`src/rtl/cu_state_register.sv`:
```
// cu_state_register: control-unit state register for the multicycle CPU.
// Registers the next-state code, rejects illegal codes, bounds memory wait
// states with a MOC timeout and decodes the current state into control lines.
module cu_state_register #(
    parameter int STATE_W    = 7,
    parameter int WAIT_LIMIT = 15
) (
    input  logic               clk,
    input  logic               rst_n,
    input  logic [STATE_W-1:0] next_s,
    input  logic               moc,
    input  logic               hold,
    output logic [STATE_W-1:0] current_s,
    output logic               ld_mar,
    output logic               ld_mdr,
    output logic               ld_ir,
    output logic               ld_pc,
    output logic               ld_rf,
    output logic               mfa,
    output logic               rw,
    output logic [3:0]         alu_op,
    output logic               alu_from_ir,
    output logic               mem_timeout,
    output logic               illegal_state
);

    localparam logic [STATE_W-1:0] S_0  = STATE_W'(0);
    localparam logic [STATE_W-1:0] S_1  = STATE_W'(1);
    localparam logic [STATE_W-1:0] S_2  = STATE_W'(2);
    localparam logic [STATE_W-1:0] S_3  = STATE_W'(3);
    localparam logic [STATE_W-1:0] S_4  = STATE_W'(4);
    localparam logic [STATE_W-1:0] S_5  = STATE_W'(5);
    localparam logic [STATE_W-1:0] S_6  = STATE_W'(6);
    localparam logic [STATE_W-1:0] S_7  = STATE_W'(7);
    localparam logic [STATE_W-1:0] S_8  = STATE_W'(8);
    localparam logic [STATE_W-1:0] S_33 = STATE_W'(33);
    localparam logic [STATE_W-1:0] S_34 = STATE_W'(34);
    localparam logic [STATE_W-1:0] S_35 = STATE_W'(35);
    localparam logic [STATE_W-1:0] S_36 = STATE_W'(36);
    localparam logic [STATE_W-1:0] S_37 = STATE_W'(37);
    localparam logic [STATE_W-1:0] S_39 = STATE_W'(39);
    localparam logic [STATE_W-1:0] S_40 = STATE_W'(40);
    localparam logic [STATE_W-1:0] S_44 = STATE_W'(44);
    localparam logic [STATE_W-1:0] S_46 = STATE_W'(46);
    localparam logic [STATE_W-1:0] S_47 = STATE_W'(47);
    localparam logic [STATE_W-1:0] S_49 = STATE_W'(49);

    // Counter value at which the next stalled edge is the WAIT_LIMIT-th one.
    localparam logic [7:0] CNT_LAST = 8'(WAIT_LIMIT - 1);

    logic [STATE_W-1:0] current_q, current_d;
    logic [7:0]         wait_cnt_q, wait_cnt_d;
    logic               mem_timeout_q, mem_timeout_d;
    logic               illegal_q, illegal_d;
    logic               rw_flag_q, rw_flag_d;

    logic in_wait;
    logic stalled;
    logic timeout_fire;
    logic next_legal;

    assign in_wait      = (current_q == S_3) || (current_q == S_35);
    assign stalled      = in_wait && !moc;
    assign timeout_fire = stalled && (wait_cnt_q == CNT_LAST);

    // Membership test for the set of state codes the encoder may produce.
    always_comb begin
        next_legal = 1'b0;
        case (next_s)
            S_0, S_1, S_2, S_3, S_4, S_5, S_6, S_7, S_8,
            S_33, S_34, S_35, S_36, S_37, S_39, S_40,
            S_44, S_46, S_47, S_49: next_legal = 1'b1;
            default:                next_legal = 1'b0;
        endcase
    end

    // Next-state selection: hold freezes, then timeout, then illegal filter, then load.
    always_comb begin
        current_d     = current_q;
        wait_cnt_d    = wait_cnt_q;
        mem_timeout_d = mem_timeout_q;
        illegal_d     = 1'b0;
        rw_flag_d     = rw_flag_q;
        if (!hold) begin
            // Remember the direction of the access that leads into state 35.
            if (current_q == S_34) rw_flag_d = 1'b1;
            if (current_q == S_44) rw_flag_d = 1'b0;
            wait_cnt_d = stalled ? (wait_cnt_q + 8'd1) : 8'd0;
            if (timeout_fire) begin
                current_d     = S_0;
                mem_timeout_d = 1'b1;
                wait_cnt_d    = 8'd0;
            end else if (!next_legal) begin
                current_d = S_0;
                illegal_d = 1'b1;
            end else begin
                current_d = next_s;
            end
        end
    end

    // State and bookkeeping registers; reset aborts any wait immediately.
    always_ff @(posedge clk or negedge rst_n) begin
        if (!rst_n) begin
            current_q     <= S_0;
            wait_cnt_q    <= 8'd0;
            mem_timeout_q <= 1'b0;
            illegal_q     <= 1'b0;
            rw_flag_q     <= 1'b1;
        end else begin
            current_q     <= current_d;
            wait_cnt_q    <= wait_cnt_d;
            mem_timeout_q <= mem_timeout_d;
            illegal_q     <= illegal_d;
            rw_flag_q     <= rw_flag_d;
        end
    end

    // Control word decode from the registered state (moc gates the wait-state loads).
    always_comb begin
        ld_mar      = 1'b0;
        ld_mdr      = 1'b0;
        ld_ir       = 1'b0;
        ld_pc       = 1'b0;
        ld_rf       = 1'b0;
        mfa         = 1'b0;
        rw          = 1'b1;
        alu_op      = 4'b0000;
        alu_from_ir = 1'b0;
        case (current_q)
            S_0:        begin ld_mar = 1'b1; alu_op = 4'b1101; end
            S_1, S_7:   begin ld_pc  = 1'b1; alu_op = 4'b0100; end
            S_2, S_34:  begin mfa    = 1'b1; end
            S_3:        begin mfa    = 1'b1; ld_ir = moc; end
            S_5, S_6:   begin ld_rf  = 1'b1; alu_from_ir = 1'b1; end
            S_8:        begin ld_rf  = 1'b1; alu_op = 4'b1101; end
            S_33, S_47: begin ld_mar = 1'b1; alu_op = 4'b0100; end
            S_37, S_46: begin ld_mar = 1'b1; alu_op = 4'b0010; end
            S_40:       begin ld_mar = 1'b1; alu_op = 4'b1101; end
            S_44:       begin mfa    = 1'b1; rw = 1'b0; ld_mdr = 1'b1; end
            S_35:       begin mfa    = 1'b1; rw = rw_flag_q; ld_mdr = moc; end
            S_36:       begin ld_rf  = 1'b1; end
            S_39:       begin ld_rf  = 1'b1; alu_op = 4'b0100; end
            S_49:       begin ld_rf  = 1'b1; alu_op = 4'b0010; end
            default:    begin end
        endcase
    end

    assign current_s     = current_q;
    assign mem_timeout   = mem_timeout_q;
    assign illegal_state = illegal_q;

endmodule
```
`config.mk`:
```
export PLATFORM = sky130hd
export DESIGN_NAME = cu_state_register
export DESIGN_NICKNAME = d
export VERILOG_FILES = /design/src/rtl/cu_state_register.sv
export SDC_FILE = /design/constraint.sdc
export NUM_CORES = 1
export LEC_CHECK = 0
export ABC_AREA = 1
export CAP_MARGIN = 5
export CORE_ASPECT_RATIO = 1.4
export CORE_MARGIN = 5
export CORE_UTILIZATION = 49
export CTS_CLUSTER_SIZE = 24
export DETAILED_ROUTE_END_ITERATION = 8
export MAX_ROUTING_LAYER = met4
export PLACE_DENSITY = 0.83
export SLEW_MARGIN = 5
export SYNTH_ARGS = -nofsm -noshare
export SYNTH_HDL_FRONTEND = slang
export SYNTH_SLANG_ARGS = --single-unit
```
`constraint.sdc`:
```
create_clock -name clk -period 1.6 [get_ports clk]
set_clock_uncertainty 0.2 [all_clocks]
set_input_delay 0.32 -clock clk [delete_from_list [all_inputs] [get_ports clk]]
set_output_delay 0.32 -clock clk [all_outputs]
set_load 0.02 [all_outputs]
```
---- Yosys cells after proc, flatten, opt, wreduce, memory -nomap -nowiden ----
Memory sizes are Yosys's and may differ from the RTL's.
Index checks and enable logic that the tools add are counted.
word-level totals
  flip-flop bits (word level) ............. 18
  memory bits (read-only) ................. 64
  bits of input ports ..................... 11
  word-level logic and storage cells ...... 62
  memories kept ........................... 1
memories
  name             depth  bits a word  read ports  clocked after Yosys merged registers in  write ports  line  source
  (no name shown)  64     1            1           0                                        0            69    case (next_s)
cells by class
  add/sub/neg operators ................... 1
  equality and inequality tests ........... 19
  mux-type cells .......................... 19
  bitwise operators ....................... 1
  reductions and logical operators ........ 16
operators by type and width
  operator               count
  $eq A7 B6 Y1 const B   11
  $eq A7 B3 Y1 const B   3
  $mux W8                2
  $eq A7 B2 Y1 const B   2
  $mux W7                2
  $mux W1                12
  $pmux W4 S3            1
  $reduce_or A6 Y1       2
  $reduce_or A5 Y1       2
  $add A8 B1 Y8 const B  1
  $eq A8 B4 Y1 const B   1
  $eq A7 B1 Y1 const B   1
  $eq A7 B4 Y1 const B   1
  $logic_not A7 Y1       1
  $reduce_or A3 Y1       2
  $pmux W1 S2            2
  $reduce_and A2 Y1      2
  $reduce_or A2 Y1       2
  $logic_and A1 B1 Y1    2
  $reduce_bool A2 Y1     1
  $logic_not A1 Y1       1
  $logic_or A1 B1 Y1     1
  $not A1 Y1             1

---- Logic depth before layout (Yosys ltp) ----
Gate-level depths: netlist of the first run.
  word-level depth ........................ 6
  gate-level depth with buffers ........... 8
  mapped depth without buffers ............ 8

---- Worst setup path before layout of the first run ----
Ideal clock, no wire load.
  path type ............................... reg-to-output
  from .................................... reg current_q[6], in the netlist current_s[6]
  to ...................................... out alu_op[2]
  arrival ................................. 1.418 ns
  path slack .............................. -0.338 ns
  stages on the path, launching flop included .. 8
  cell sequence ........................... dfrtp_1 > nor2_2 > inv_2 > nor2_2 > inv_1 > a21oi_2 > nor2_1 > nand2_1
on the way
  word-level cells in the longest chain between the ends .. 3
  elaborated cells between the ends (all ways) .. 15
ends and longest elaborated chain
  what                                                            line  source
  start, declared                                                 51    logic [STATE_W-1:0] current_q, current_d;
  start signal, assigned                                          111   current_q <= current_d;
  $eq A7 B6 Y1, or another cell as far along                      130   case (current_q)
  $reduce_or A5 Y1 (no line) or $reduce_or A3 Y1 (tied branches)  -
  $pmux W4 S3 (*)                                                 130
  end, declared                                                   21    output logic [3:0] alu_op,
Every way passes the cells marked *; elsewhere a longest branch is shown, timed or not.

---- Worst setup path after layout of the first run ----
  from .................................... reg current_q[2], in the netlist current_s[2]
  to ...................................... out alu_op[2]
The elaborated chain is that of the path after synthesis.

==> impl_metrics.csv, run 1 <==
group,metric,value,unit
yosys,synth_flop_cell,"dfrtp_1",
drt,drcViolationCount,0,
yosys,syn-cell-area,1300,sq um
yosys,syn_inst,188,
critical_path,endpoint_kind,"output port",
critical_path,worstPathMaxFanout,4,
critical_path,rrSetupSlack,-110,ps
pwr,power.density,547,nW/um^2
timing,fin_ws,-558,ps
outcome,violations,"negative hold slack, negative setup slack",
timing,tightest_slew,300,ps
placed_design,io_buffers,31,
global_routing,grt_pass1_wl,6130,um
die,io_pins,32,
placed_design,dp_cells,280,
yosys,syn_nets,201,
drt,vias,1585,
die,die_x,53.5,um
timing,max_freq,463,MHz
critical_path,worstPathRequired,1080,ps
die,core_area,2590,sq um
clock_tree,insertion_delay,320,ps
finish,synthToLayoutAreaGrowth,62.4,%
finish,final_cell_mix,"nand2_1 (38), buf_4 (34), inv_1 (21)",
timing,setup_violations,30,
yosys,yosysUniqueCellTypes,30,
finish,fin_cells,290,
timing,slew_headroom,0.800,
finish,layout.cells.most_common,"nand2_1",
critical_path,worstPathArrival,1640,ps
flow_run,drv_cap,0,
drt,ant_nets,0,
drt,drt-total-wl,4800,um
drt,viasPerCell,5.47,
drt,wl_per_cell,16.5,um
timing,rsz0062_at_grt,"yes",
die,design.die.area,3790,sq um
global_routing,grt_max_degree,20,
die,start_util,0.502,
clock_tree,clockBufferDepth,2,
finish,nets,268,
clock_tree,htreeDepth,1,
pwr,ir_worst_vdd,0.521,mV
global_routing,grt_pass1_vias,1441,
finish,antennaDiodeCount,0,
finish,drive_gt1_frac,0.465,
timing,holdWs,-0.966,ps
die,die_y,70.9,um
timing,finalHoldViolations,3,
global_routing,antenna_found_initial,0,
drt,first_iter_violations,83,
timing,fin_crit_sh,1.35,
placed_design,gp_congestion,0.881,
clock_tree,cts_sinks,18,
die,row_count,22,
critical_path,worstSetupPathType,"reg -> out",
yosys,synthArstFlopShare,1.00,
timing,slew_violations,0,
global_routing,overflow,0,
pwr,power.leakage,1.05,nW
drt,dr.pass1.iters,5,
global_routing,gr-usage-all-layers,0.222,
placed_design,hpwl,2860,um
critical_path,start_kind,"flop",
yosys,synth_area_per_cell,6.91,sq um
clock_tree,numCtsBuffers,3,
yosys,yosysSeqAreaShare,0.348,
min_path,hp-class,"in -> async",
yosys,synth_edf_count,0,
finish,utilization,0.815,
clock_tree,clkTransAtPathRegs,110,ps
yosys,ys_seq_elements,18,
timing,final.min_clock_period,2160,ps
outcome,status,"finished, violations left",
yosys,synth_warnings,0,
clock_tree,cts_root_buf,"clkbuf_4",
clock_tree,cts_tree,"built",
[path summary, 6_finish.rpt]
path	from	to	cells past startpoint
min	rst_n	wait_cnt_q[6]	1
max	current_s[2]	alu_op[2]	8
max reg2reg	current_s[2]	current_s[5]	7
max in group asynchronous	rst_n	current_s[2]	2
min in group clk	mem_timeout	mem_timeout	1
min reg2reg	mem_timeout	mem_timeout	1
[cell usage after synthesis (3+ instances only)]
| cell type | number | area [sq um] |
|---|---|---|
| nor2_2 | 10 | 62.6 |
| o21ai_0 | 3 | 15.0 |
| a21oi_1 | 5 | 25.0 |
| nor3_1 | 3 | 15.0 |
| dfrtp_1 | 17 | 425 |
| nand2_2 | 3 | 18.8 |
| nand3_1 | 12 | 60.1 |
| o21ai_1 | 3 | 15.0 |
| nor2_1 | 22 | 82.6 |
| nand2_1 | 48 | 180 |
| inv_1 | 24 | 90.1 |
| nand4_1 | 15 | 93.8 |
| nor2_4 | 3 | 33.8 |
[sequential cells by signal, summed over array words and instances, names as in the netlist]
signal,flops
current_s,7
illegal_state,1
mem_timeout,1
rw_flag_q,1
wait_cnt_q,8
[final cells by class]
type | count | area (sq um)
multi-input cells | 140 | 878
repair buffers | 65 | 583
fillers | 157 | 478
flip-flops and latches | 18 | 460
inverters | 27 | 106
well taps | 36 | 45.0
clock buffers | 4 | 36.3
[through the flow]
stage / area, sq um / power (mW) / setup TNS (ps) / worst slack (ps)
4_1_cts: 2000 / 1.11 / -5410 / -537
3_3_place_gp: 1920 / 0.800 / -7290 / -562
2_1_floorplan: 1370 / 0.646 / -760 / -150
6_report: 2110 / 1.15 / -6320 / -558
5_1_grt: 2110 / 1.20 / -8190 / -642
3_5_place_dp: 1920 / 0.811 / -8560 / -636
[worst max-delay path, stage by stage, from the launching register on]
cell     delay (ps)
dfrtp_2         470
inv_1           120
nand2_1          80
nor2_2          190
nand2_2         110
nand3_4         120
nor2_2           50
nand2_2          70
buf_6           110
[logic make-up after synthesis]
logic type | share of synthesized area
and+or+nand+nor | 0.445
adders and majority gates | 0.0193
AOI/OAI and AO/OA | 0.0732
DFF | 0.348
buffers and inverters | 0.0944
xor gates and xnor gates | 0.0202
[layer usage]
metal,global-route usage,up-vias,part of all wire
li1,-,740,-
met1,0.212,745,0.38
met2,0.405,76,0.52
met3,0.0189,24,0.045
met4,0.136,0,0.054
met5,-,-,0
[power breakdown]
part	switching, mW	internal [mW]	leakage, nW
Clock	0.158	0.139	0.0210
Sequential	0.0137	0.466	0.233
Combinational	0.206	0.170	0.795
[repair_timing]
| action | 4_1_cts | 5_1_grt |
|---|---|---|
| setup endpoints to repair | 25 | 32 |
| pin swaps | 8 | 10 |
| buffers inserted | 5 | 3 |
| resized for setup | 106 | 31 |
| hold buffers | 0 | 0 |
No activity file was read; power rests on OpenSTA's default activity.
==> run 2: changes to the inputs <==
--- a/config.mk
+++ b/config.mk
@@ -7,7 +7,7 @@
 export LEC_CHECK = 0
 export ABC_AREA = 1
 export CAP_MARGIN = 5
-export CORE_ASPECT_RATIO = 1.4
+export CORE_ASPECT_RATIO = 1.5
 export CORE_MARGIN = 5
 export CORE_UTILIZATION = 49
 export CTS_CLUSTER_SIZE = 24
==> run 2 against run 1 <==
The run ends with negative setup slack left. Die area is 0.18% higher. Sequential power is essentially flat. Total power up 6.7%. Sequential cell count unchanged.
==> impl_metrics.csv, run 2 (synthesis results as in run 1) <==
group,metric,value,unit
drt,viasPerCell,5.12,
clock_tree,clockBufferDepth,2,
timing,rsz0062_at_grt,"yes",
clock_tree,insertion_delay,260,ps
timing,tightest_slew,312,ps
timing,setup_violations,26,
clock_tree,numCtsBuffers,3,
global_routing,grt_pass1_vias,1438,
die,die_x,52.0,um
min_path,hp-class,"in -> async",
finish,drive_gt1_frac,0.475,
pwr,ir_worst_vdd,0.576,mV
die,core_area,2620,sq um
timing,fin_crit_sh,1.26,
drt,first_iter_violations,59,
finish,layout.cells.most_common,"nand2_1",
critical_path,worstPathArrival,1500,ps
critical_path,startpoint,"current_s[4]",
critical_path,worstPathMaxFanout,5,
pwr,power.leakage,1.07,nW
global_routing,antenna_found_initial,0,
finish,largest_reg_flops,8,
die,io_pins,32,
critical_path,endpoint_kind,"output port",
finish,seqCellArea,460,sq um
critical_path,worstSetupPathType,"reg -> out",
drt,drcViolationCount,0,
drt,wl_per_cell,13.5,um
placed_design,gp_congestion,0.861,
clock_tree,cts_tree,"built",
clock_tree,cts_root_buf,"clkbuf_8",
drt,vias,1504,
global_routing,grt_pass1_wl,5840,um
die,start_util,0.496,
timing,slew_violations,0,
finish,synthToLayoutAreaGrowth,65.5,%
die,die_y,73.1,um
finish,fillers,156,
global_routing,gr-usage-all-layers,0.207,
flow_run,drv_cap,0,
critical_path,worstPathRequired,1080,ps
placed_design,postPlaceCellArea,1950,sq um
global_routing,grt_max_degree,20,
finish,stdcell_area,2150,sq um
finish,utilization,0.821,
timing,slew_headroom,0.792,
outcome,status,"finished, violations left",
drt,dr.pass1.iters,4,
clock_tree,htreeDepth,1,
drt,drt-total-wl,3970,um
global_routing,overflow,0,
finish,final_cell_mix,"nand2_1 (38), buf_4 (37), inv_1 (20)",
clock_tree,cts_sinks,18,
finish,multi_input_area,893,sq um
clock_tree,cts_hold_buf,0,
pwr,power.density,572,nW/um^2
clock_tree,clkTransAtPathRegs,70,ps
finish,nets,271,
critical_path,reg2reg_from,"current_s[2]",
finish,antennaDiodeCount,0,
critical_path,start_kind,"flop",
drt,ant_nets,0,
placed_design,io_buffers,31,
die,row_count,23,
die,design.die.area,3800,sq um
finish,regMostFlops,"wait_cnt_q",
timing,fin_ws,-418,ps
outcome,violations,"negative setup slack",
timing,finalHoldViolations,0,
timing,max_freq,496,MHz
timing,final.min_clock_period,2020,ps
placed_design,hpwl,2650,um
## run 2: cell count changes in the layout (fill, tap and decap cells not counted), sizes merged
cell  before  now
buf       53   56
## run 2: area by class of cell
class / count / share of cell area
timing repair buffer: 68 / 0.271
inverter: 27 / 0.0518
multi-input combinational: 140 / 0.416
sequential: 18 / 0.214
tap: 37 / 0.0215
clock buffer: 4 / 0.0256
## run 2: path summary, 6_finish.rpt
path | endpoint | slack (ps) | cells after the start
max | mfa | -420 | 8
min | wait_cnt_q[3] | 70 | 1
max reg2reg | current_s[4] | -70 | 8
min reg2reg | mem_timeout | 280 | 1
max in group asynchronous | current_s[0] | 660 | 2
min in group clk | mem_timeout | 280 | 1
## run 2: metrics by stage
step                hold slack (ps)  setup TNS (ps)  instances  power (mW)  setup slack, ps
global placement                269           -7600        284       0.813             -579
floorplan                      -176            -760        188       0.646             -150
CTS                            78.8           -5110        291        1.20             -484
finish                         73.8           -4920        294        1.23             -418
global route                   96.5           -6920        294        1.29             -503
detailed placement              263           -8030        284       0.819             -601
## run 2: routing by layer
layer / GRT usage / wire (um) / part of all wire
met4: 0.0787 / 77 / 0.019
met3: 0.0286 / 136 / 0.034
met2: 0.387 / 2240 / 0.57
met1: 0.211 / 1510 / 0.38
met5: - / 0 / 0
## run 2: critical path, stage by stage (launching register included)
cell and delay (ps):
dfrtp_2 420, nor2_4 120, inv_2 70, nor2_4 150, buf_4 130, buf_4 90, o2bb2ai_1 70, nand2_2 80
buf_6 110
## run 2: report_power, final
group | total [mW] | leakage [nW] | internal, mW | switching [mW]
Clock | 0.379 | 0.0288 | 0.219 | 0.160
Sequential | 0.479 | 0.233 | 0.467 | 0.0119
Combinational | 0.373 | 0.812 | 0.175 | 0.197
## run 2: what timing repair did
action / CTS / global route
pin swaps: 16 / 16
gates resized for setup: 106 / 26
buffers inserted: 3 / 3
setup endpoints to repair: 33 / 31
==> run 3: changes to the inputs <==
--- a/config.mk
+++ b/config.mk
@@ -8,7 +8,6 @@
 export ABC_AREA = 1
 export CAP_MARGIN = 5
 export CORE_ASPECT_RATIO = 1.5
-export CORE_MARGIN = 5
 export CORE_UTILIZATION = 49
 export CTS_CLUSTER_SIZE = 24
 export DETAILED_ROUTE_END_ITERATION = 8
==> run 3 against run 2 <==
The run ends with design-rule violations, negative setup slack left. Largest cell class unchanged. Combinational power is 4% higher. Critical path type unchanged. Critical endpoint is now alu_op[2]. Register-to-register slack worse by 170 ps. Largest power group unchanged. Via count rose by 4.2%.
==> impl_metrics.csv, run 3 (synthesis results as in run 1) <==
group,metric,value,unit
global_routing,grt_max_degree,19,
finish,fillers,151,
outcome,status,"finished, violations left",
timing,max_freq,455,MHz
finish,largest_reg_flops,8,
timing,fin_ws,-597,ps
placed_design,io_buffers,31,
finish,antennaDiodeCount,0,
placed_design,gp_congestion,0.869,
finish,seqCellArea,460,sq um
critical_path,slowest_delay,440,ps
timing,tightest_slew,282,ps
flow_run,drv_cap,0,
clock_tree,clkTransAtPathRegs,100,ps
critical_path,worstPathArrival,1680,ps
finish,stdcell_area,2130,sq um
global_routing,grt_pass1_wl,6670,um
die,die_y,65.1,um
critical_path,endpoint_kind,"output port",
global_routing,gr-usage-all-layers,0.324,
drt,viasPerCell,5.52,
global_routing,grt_pass1_vias,1569,
critical_path,crit_chain,"nor2_4, inv_2, nor2_4, inv_1, o21a_1, nand2_2, buf_4",
critical_path,rrSetupSlack,-240,ps
drt,drcViolationCount,2,
timing,finalHoldViolations,0,
placed_design,postPlaceCellArea,1950,sq um
drt,wl_per_cell,14.4,um
critical_path,start_kind,"flop",
drt,dr.pass1.iters,8,
die,start_util,0.524,
timing,fin_tns_setup,-8990,ps
pwr,ir_worst_vdd,0.645,mV
finish,regMostFlops,"wait_cnt_q",
critical_path,timing.rr.end,"current_s[2]",
drt,ant_nets,0,
clock_tree,clockBufferDepth,2,
finish,layout.cells.most_common,"nand2_1",
clock_tree,htreeDepth,1,
critical_path,reg2reg_from,"current_s[3]",
finish,synthToLayoutAreaGrowth,63.7,%
critical_path,crit_slowest_cell,"dfrtp_2",
clock_tree,cts_root_buf,"clkbuf_4",
finish,drive_gt1_frac,0.462,
drt,first_iter_violations,48,
die,design.die.area,2860,sq um
finish,final_cell_mix,"nand2_1 (41), buf_4 (36), inv_1 (21)",
critical_path,crit_top_cell,"nor2_4",
critical_path,worstSetupPathType,"reg -> out",
pwr,power.density,543,nW/um^2
clock_tree,cts_tree,"built",
min_path,hp-class,"in -> async",
finish,nets,274,
timing,holdWs,125,ps
timing,slew_headroom,0.812,
critical_path,worstPathMaxFanout,8,
clock_tree,insertion_delay,300,ps
critical_path,worstRegToRegCells,9,
timing,fin_crit_sh,1.37,
clock_tree,cts_sinks,18,
pwr,power.leakage,1.08,nW
pwr,power,1.16,mW
timing,slew_violations,0,
critical_path,worstPathRequired,1080,ps
outcome,violations,"design-rule violations, negative setup slack",
critical_path,crit_buf_inv,3,
placed_design,hpwl,3010,um
clock_tree,numCtsBuffers,3,
clock_tree,cts_hold_buf,0,
global_routing,antenna_found_initial,0,
drt,drt-total-wl,4090,um
die,core_area,2480,sq um
global_routing,overflow,0,
die,io_pins,32,
placed_design,place_ws,-641,ps
die,die_x,44.0,um
drt,vias,1567,
timing,final.min_clock_period,2200,ps
finish,multi_input_area,856,sq um
timing,rsz0062_at_grt,"yes",
timing,setup_violations,28,
critical_path,cp_num_cells,7,
critical_path,critical-path-top-delay-family,"flip-flops",
die,row_count,22,
## run 3: changes by cell type in the layout (fill, tap and decap cells not counted), sizes merged
cell	delta
buf	+3
## run 3: timing repair
item,in CTS,in global routing
pin swaps,6,8
endpoints found under the setup margin,35,33
buffers inserted,1,6
gates cloned,0,0
resized for setup,104,29
## run 3: worst max-delay path by stage
stage | startpoint | endpoint | slack (ps)
finish | current_s[4] | alu_op[2] | -600
detailed placement | current_s[4] | ld_mdr | -640
global route | current_s[4] | alu_op[2] | -660
global placement | current_s[1] | alu_op[2] | -570
CTS | current_s[4] | ld_mar | -560
floorplan | current_s[4] | alu_op[2] | -150
## run 3: area by class of cell
cell class | count | share of cell area
Multi-Input combinational cell | 140 | 0.403
Timing Repair Buffer | 71 | 0.300
Sequential cell | 18 | 0.217
Inverter | 27 | 0.0500
Clock buffer | 4 | 0.0171
Tap cell | 24 | 0.0141
## run 3: worst register-to-register path: stages (launching register included)
cell and delay (ps):
dfrtp_2 480, nor2_4 200, buf_12 150, buf_6 90, buf_6 90, nand3_4 60
nor2_4 180, nand2_4 120, nand4_1 120, nand2_1 60
## run 3: metal layers
| metal | part of all wire | GRT usage | vias to the layer above |
|---|---|---|---|
| met4 | 0.040 | 0.216 | 0 |
| met1 | 0.34 | 0.318 | 737 |
| li1 | - | - | 755 |
| met3 | 0.035 | 0.0279 | 15 |
| met5 | 0 | - | - |
| met2 | 0.58 | 0.577 | 60 |
## run 3: through the flow
step | instances | utilization
after global placement | 273 | 0.788
after CTS | 278 | 0.804
after floorplan | 188 | -
after global routing | 284 | 0.858
final | 284 | 0.858
after detailed placement | 273 | 0.788
## run 3: report_power, final
part           internal, mW  total, mW  switching [mW]  leakage [nW]
Clock                 0.139      0.287           0.148        0.0210
Sequential            0.466      0.480          0.0132         0.233
Combinational         0.189      0.388           0.199         0.827
